[config.mk]
export PLATFORM = sky130hd
export DESIGN_NAME = io_handshake_unit
export DESIGN_NICKNAME = d
export VERILOG_FILES = /design/src/rtl/io_pkg.sv /design/src/rtl/io_debounce.sv /design/src/rtl/io_handshake_unit.sv
export SDC_FILE = /design/constraint.sdc
export NUM_CORES = 1
export LEC_CHECK = 0
export BUFFER_PORTS_ARGS = -buffer_cell sky130_fd_sc_hd__buf_4
export CAP_MARGIN = 25
export CORE_MARGIN = 2
export CORE_UTILIZATION = 46
export CTS_CLUSTER_DIAMETER = 100
export DETAILED_ROUTE_END_ITERATION = 6
export HOLD_SLACK_MARGIN = 0.05
export PLACE_DENSITY_LB_ADDON = 0.2
export SLEW_MARGIN = 0
export SYNTH_ARGS = -nofsm -noshare
export SYNTH_HDL_FRONTEND = slang
export SYNTH_HIERARCHICAL = 1
export SYNTH_SLANG_ARGS = --single-unit
[constraint.sdc]
create_clock -name clk -period 1.6 [get_ports clk]
set_input_delay 0.08 -clock clk [delete_from_list [all_inputs] [get_ports clk]]
set_output_delay 0.08 -clock clk [all_outputs]
set_load 0.02 [all_outputs]
[src/rtl/io_pkg.sv]
// Shared definitions for the IN/OUT handshake unit: FSM states, opcodes, 7-segment table.
// Latency: n/a (package only).
// Backpressure: n/a (package only).
package io_pkg;

    typedef enum logic [2:0] {
        IDLE,
        WAIT_REL,
        WAIT_PRESS,
        DONE,
        COOLDOWN
    } io_state_e;

    localparam logic [5:0] OP_IN  = 6'b011000;
    localparam logic [5:0] OP_OUT = 6'b011001;

    // Active-low segments {g,f,e,d,c,b,a}; digit 0 occupies the least significant 7 bits.
    localparam logic [16*7-1:0] SEG_LUT = {
        7'h0E, 7'h06, 7'h21, 7'h46, 7'h03, 7'h08, 7'h10, 7'h00,
        7'h78, 7'h02, 7'h12, 7'h19, 7'h30, 7'h24, 7'h79, 7'h40
    };

    function automatic logic [6:0] hex2seg(input logic [3:0] h);
        return SEG_LUT[int'(h)*7 +: 7];
    endfunction

endpackage

[src/rtl/io_debounce.sv]
// Synchronizes and debounces the confirm button; emits a one-cycle pressed event and the stable level.
// Latency: 2 sync cycles + DEB_CYCLES of stable input before the level/edge update.
// Backpressure: none; free-running, the event is lost if nobody looks at it.
module io_debounce
#(
    parameter int DEB_CYCLES = 50000,
    parameter int CNT_W      = 16
)
(
    input  logic clk,
    input  logic rst_n,
    input  logic btn_i,
    output logic pressed_o,
    output logic level_o
);

    logic             sync1_q;
    logic             sync2_q;
    logic             level_q;
    logic             pressed_q;
    logic [CNT_W-1:0] cnt_q;

    // Two-flop synchronizer for the raw asynchronous button.
    always_ff @(posedge clk or negedge rst_n) begin
        if (!rst_n) begin
            sync1_q <= 1'b0;
            sync2_q <= 1'b0;
        end else begin
            sync1_q <= btn_i;
            sync2_q <= sync1_q;
        end
    end

    // Count consecutive cycles the input disagrees with the stable level; any bounce back restarts it.
    always_ff @(posedge clk or negedge rst_n) begin
        if (!rst_n) begin
            cnt_q     <= '0;
            level_q   <= 1'b0;
            pressed_q <= 1'b0;
        end else begin
            pressed_q <= 1'b0;
            if (sync2_q == level_q) begin
                cnt_q <= '0;
            end else if (cnt_q == CNT_W'(DEB_CYCLES - 1)) begin
                cnt_q     <= '0;
                level_q   <= sync2_q;
                pressed_q <= sync2_q;
            end else begin
                cnt_q <= cnt_q + 1'b1;
            end
        end
    end

    assign pressed_o = pressed_q;
    assign level_o   = level_q;

endmodule

[src/rtl/io_handshake_unit.sv]
// Responder for IN/OUT instructions: stalls the core on IN until a debounced confirm, latches OUT to Display.
// Latency: IN completes >= 2 + DEB_CYCLES + 1 cycles after the press; OutValid/Display one cycle after OutReq rises.
// Backpressure: Stall holds the core while an IN waits; OUT is always accepted. Optional 7-seg via IO_SEVEN_SEG_EN.
module io_handshake_unit
    import io_pkg::*;
#(
    parameter int DATA_W     = 32,
    parameter int SW_W       = 16,
    parameter int DEB_CYCLES = 50000,
    parameter int CNT_W      = 16
)
(
    input  logic              clk,
    input  logic              rst_n,
    input  logic              InReq,
    input  logic              OutReq,
    input  logic [DATA_W-1:0] OutData,
    input  logic [SW_W-1:0]   Switches,
    input  logic              Confirm,
    output logic              Stall,
    output logic [DATA_W-1:0] InData,
    output logic              InValid,
    output logic [DATA_W-1:0] Display,
    output logic              OutValid
`ifdef IO_SEVEN_SEG_EN
    ,
    output logic [8*7-1:0]    Seg,
    output logic [7:0]        An
`endif
);

    io_state_e         state_q;
    logic [SW_W-1:0]   sw_sync1_q;
    logic [SW_W-1:0]   sw_sync2_q;
    logic [DATA_W-1:0] sw_ext;
    logic [DATA_W-1:0] in_data_q;
    logic              in_valid_q;
    logic [DATA_W-1:0] display_q;
    logic              out_valid_q;
    logic              out_req_prev_q;
    logic              pressed;
    logic              level;

    io_debounce #(
        .DEB_CYCLES (DEB_CYCLES),
        .CNT_W      (CNT_W)
    ) u_deb (
        .clk       (clk),
        .rst_n     (rst_n),
        .btn_i     (Confirm),
        .pressed_o (pressed),
        .level_o   (level)
    );

    // Switches are synchronized continuously but only looked at when a press is accepted.
    always_ff @(posedge clk or negedge rst_n) begin
        if (!rst_n) begin
            sw_sync1_q <= '0;
            sw_sync2_q <= '0;
        end else begin
            sw_sync1_q <= Switches;
            sw_sync2_q <= sw_sync1_q;
        end
    end

    generate
        if (SW_W >= DATA_W) begin : g_sw_trunc
            assign sw_ext = sw_sync2_q[DATA_W-1:0];
        end else begin : g_sw_zext
            assign sw_ext = {{(DATA_W-SW_W){1'b0}}, sw_sync2_q};
        end
    endgenerate

    // IN handshake FSM: wait for release, then a fresh press, then strobe the captured value.
    always_ff @(posedge clk or negedge rst_n) begin
        if (!rst_n) begin
            state_q    <= IDLE;
            in_data_q  <= '0;
            in_valid_q <= 1'b0;
        end else begin
            in_valid_q <= 1'b0;
            case (state_q)
                IDLE: begin
                    if (InReq) state_q <= WAIT_REL;
                end
                WAIT_REL: begin
                    if (!InReq)      state_q <= IDLE;
                    else if (!level) state_q <= WAIT_PRESS;
                end
                WAIT_PRESS: begin
                    if (!InReq) begin
                        state_q <= IDLE;
                    end else if (pressed) begin
                        in_data_q  <= sw_ext;
                        in_valid_q <= 1'b1;
                        state_q    <= DONE;
                    end
                end
                DONE:     state_q <= COOLDOWN;
                COOLDOWN: state_q <= IDLE;
                default:  state_q <= IDLE;
            endcase
        end
    end

    // Stall must react to InReq in the same cycle and drop the instant reset asserts.
    assign Stall = rst_n & (((state_q == IDLE) & InReq) |
                            (state_q == WAIT_REL) | (state_q == WAIT_PRESS));

    // OUT path: load Display on the rising edge of OutReq only, so a held request does not reload.
    always_ff @(posedge clk or negedge rst_n) begin
        if (!rst_n) begin
            out_req_prev_q <= 1'b0;
            display_q      <= '0;
            out_valid_q    <= 1'b0;
        end else begin
            out_req_prev_q <= OutReq;
            out_valid_q    <= OutReq & ~out_req_prev_q;
            if (OutReq & ~out_req_prev_q) display_q <= OutData;
        end
    end

    assign InData   = in_data_q;
    assign InValid  = in_valid_q;
    assign Display  = display_q;
    assign OutValid = out_valid_q;

`ifdef IO_SEVEN_SEG_EN
    logic [16:0]    refresh_q;
    logic [8*7-1:0] seg_q;
    logic [7:0]     an_q;

    // Free-running refresh: each of the 8 digits is enabled for 2^14 cycles in turn.
    always_ff @(posedge clk or negedge rst_n) begin
        if (!rst_n) begin
            refresh_q <= '0;
            seg_q     <= '1;
            an_q      <= 8'hFF;
        end else begin
            refresh_q <= refresh_q + 1'b1;
            an_q      <= ~(8'b1 << refresh_q[16:14]);
            for (int i = 0; i < 8; i++) begin
                seg_q[i*7 +: 7] <= (i*4 < DATA_W) ? hex2seg(display_q[(i*4) % DATA_W +: 4]) : 7'h7F;
            end
        end
    end

    assign Seg = seg_q;
    assign An  = an_q;
`endif

endmodule

==> impl_metrics.env <==
export IMPL_endpoint_kind="register"
export IMPL_post_cts_buffers=0
export IMPL_placed_cell_area_mm2=0.00483
export IMPL_track_usage_pct=18.6
export IMPL_max_freq_mhz=653
export IMPL_skew_ns=0.00922
export IMPL_first_pass_iters=4
export IMPL_routed_top_layer="met4"
export IMPL_r2r_slack_ns=0.07
export IMPL_start_util_pct=47.7
export IMPL_placeableCoreArea_mm2=0.00830
export IMPL_wire_per_inst_um=15.5
export IMPL_route_met2_wl_um=4200
export IMPL_hold_viol=0
export IMPL_antenna_left=0
export IMPL_synthCells=262
export IMPL_fin_nets=480
export IMPL_cts_num_sinks=106
export IMPL_htreeDepth=3
export IMPL_peakVddDrop_uv=664
export IMPL_worstSkewPairLatency_ns=0.36
export IMPL_period_share_pct=95.8
export IMPL_fillers=574
export IMPL_die_x_um=96.8
export IMPL_grt_pass1_wl_um=14000
export IMPL_antenna_found_initial=0
export IMPL_start_kind="register"
export IMPL_ios=120
export IMPL_crit_buf_inv=0
export IMPL_syn_avg_cell_area_um2=15.1
export IMPL_critPathArrivalTime_ns=1.82
export IMPL_finalInstanceArea_mm2=0.00557
export IMPL_hold_depth=3
export IMPL_synth_warnings=6
export IMPL_num_vias=2530
export IMPL_wl_met1_um=3410
export IMPL_layout_common_cells="110 x buf_4, 106 x dfrtp_1, 51 x dlygate4sd3_1, 40 x mux2_2, 18 x nor2_1"
export IMPL_yosysUniqueCellTypes=34
export IMPL_critPathMaxStageDelay_ns=0.55
export IMPL_antenna_cells=0
export IMPL_drc=0
export IMPL_r2r_end="u_deb/pressed_o"
export IMPL_grt_max_degree=107
export IMPL_critical_path_top_delay_family="simple AND/OR/NAND/NOR gates"
export IMPL_dp_hpwl_um=4960
export IMPL_p_per_area_mw_per_mm2=961
export IMPL_slew_violations=0
export IMPL_wl_um=8310
export IMPL_syn_area_mm2=0.00396
export IMPL_clk_pin_slew_ns=0.10
export IMPL_gp_congestion=0.792
export IMPL_p_leak_nw=2.64
export IMPL_cap_viol_max_count=0
export IMPL_clockBufferDepth=2
export IMPL_cts_root_buf="clkbuf_8"
export IMPL_crit_required_ns=1.88
export IMPL_grt_overflow_total=0
export IMPL_slew_headroom_pct=64.6
export IMPL_critPathKind="register to register"
export IMPL_synth_area_leader_cell="dfrtp_1"
export IMPL_total_power_w=0.00535
export IMPL_dieHeight_um=96.8
export IMPL_seq_area_frac_synth_pct=67.0
export IMPL_wl_met3_um=565
export IMPL_period_minus_slack_ns=1.53
export IMPL_dieArea_mm2=0.00937
export IMPL_setup_viol=0
export IMPL_slowest_stage="or4b_4"
export IMPL_cts_buffers=9
export IMPL_synth_seq_cells=106
export IMPL_min_from="InReq"
export IMPL_synth_area_leaders="dfrtp_1 67%, mux2_2 11%, buf_4 3.4%"
export IMPL_drive_gt1_share_pct=45.0
export IMPL_final_util_pct=67.1
export IMPL_synth_top_cell_area_share_pct=67.0
export IMPL_reg2regPathDepth=4
export IMPL_min_path_type="input pin to register"
export IMPL_viasPerCell=4.72
export IMPL_placementRows=33
export IMPL_synthToLayoutAreaGrowth_pct=40.7
export IMPL_crit_path_cell_trace="or4b_4 > nor4_2 > nand3_1 > nor3b_2"
export IMPL_crit_path_max_fanout=4
export IMPL_grt_pass1_vias=2900
export IMPL_min_to="state_q[0]"
export IMPL_layout_commonest_cell="buf_4"
export IMPL_r2r_start="u_deb/cnt_q[12]"
export IMPL_status="completed"
export IMPL_drt_iter0_drc=122
export IMPL_worst_slew_pin_slew_ns=0.531
export IMPL_portBuffers=103
export IMPL_tritoncts="yes"
[layer usage]
metal / up-vias / global-route usage (%)
met5: - / 0
met4: 0 / 5.42
met3: 11 / 6.72
met2: 85 / 31.1
met1: 1252 / 22.8
li1: 1182 / -
[power breakdown]
group	leakage [nW]	switching (W)	internal (W)
Sequential	1.32	0.000106	0.00286
Clock	0.0868	0.000935	0.000588
Combinational	1.23	0.000415	0.000453
Total	2.64	0.00146	0.00390
[state kept, by name (all words and copies together) (netlist names)]
name and cells:
Display 32, InData 16, InValid 1, OutValid 1
out_req_prev_q 1, state_q 3, sw_sync1_q 16, sw_sync2_q 16
u_deb/cnt_q 16, u_deb/level_o 1, u_deb/pressed_o 1, u_deb/sync1_q 1
u_deb/sync2_q 1
[area by class of cell]
class	instances	area [um^2]	share of cell area, %
flip-flops and latches	106	2650	47.6
repair buffers	163	1380	24.7
multi-input cells	142	1210	21.8
well taps	105	131	2.36
clock buffers	9	124	2.22
clock inverters	7	58.8	1.06
inverters	4	15.0	0.269
[how the worst max path moves through the flow]
stage	slack [ns]	depth (start not counted)	start	to
after floorplan	0.07	5	u_deb/cnt_q[7]	u_deb/pressed_o
after global placement	0.09	4	u_deb/cnt_q[12]	u_deb/pressed_o
after detailed placement	0.08	4	u_deb/cnt_q[12]	u_deb/pressed_o
after CTS	0.05	4	u_deb/cnt_q[12]	u_deb/pressed_o
after global routing	-0.004	6	u_deb/cnt_q[0]	u_deb/cnt_q[6]
final	0.07	4	u_deb/cnt_q[12]	u_deb/pressed_o
[logic make-up after synthesis]
logic type	after synthesis	share of synthesized area, %
flip-flops	106	67.0
AND/OR/NAND/NOR	58	9.03
multiplexers	49	14.8
buffers and inverters	29	4.99
XOR/XNOR	15	3.32
AO/OA/AOI/OAI	3	0.505
adder cells (fa/ha/maj)	1	0.316
other	1	0.0947
[cell usage after synthesis]
master and n:
nor4b_1 1, and3_2 1, and3_1 1, mux2_4 9, and4bb_2 1, nor2_1 18
or4b_4 1, dfrtp_1 106, o21a_1 2, nand4_1 6, buf_4 18, buf_2 5
nand3_1 6, a21oi_1 1, nor4_1 5, nor2b_2 1, or3_1 1, buf_6 2
xnor2_1 11, nor3b_1 1, nand2_1 4, mux2_2 40, xor2_1 4, conb_1 1
nor3_1 3, inv_1 4, ha_1 1, nor2b_1 1, nor3b_2 1, and2b_1 1
nor4_2 1, nor4bb_1 2, nand3_4 1, nor2b_4 1
[what timing repair did]
| action | in CTS | in global routing |
|---|---|---|
| gates resized for setup | 0 | 8 |
| hold buffers | 51 | 0 |
| endpoints found under the hold margin | 156 | 0 |
| setup endpoints to repair | 0 | 16 |
[worst reg2reg max path, cell delays in order (launching register included)]
cell and delay [ns]:
dfrtp_1 0.43, or4b_4 0.55, nor4_2 0.21, nand3_1 0.11, nor3b_2 0.16
[stage by stage]
stage	setup WS, ns	TNS [ns]	cells	hold WS, ns
2_1_floorplan	0.0693	0	277	-0.216
3_3_place_gp	0.0899	0	469	0.190
3_5_place_dp	0.0764	0	469	0.190
4_1_cts	0.0456	0	536	0.0776
5_1_grt	-0.00367	-0.00989	536	0.0725
6_report	0.0680	0	536	0.0919
Note: power is estimated with default switching activity, not from simulation.
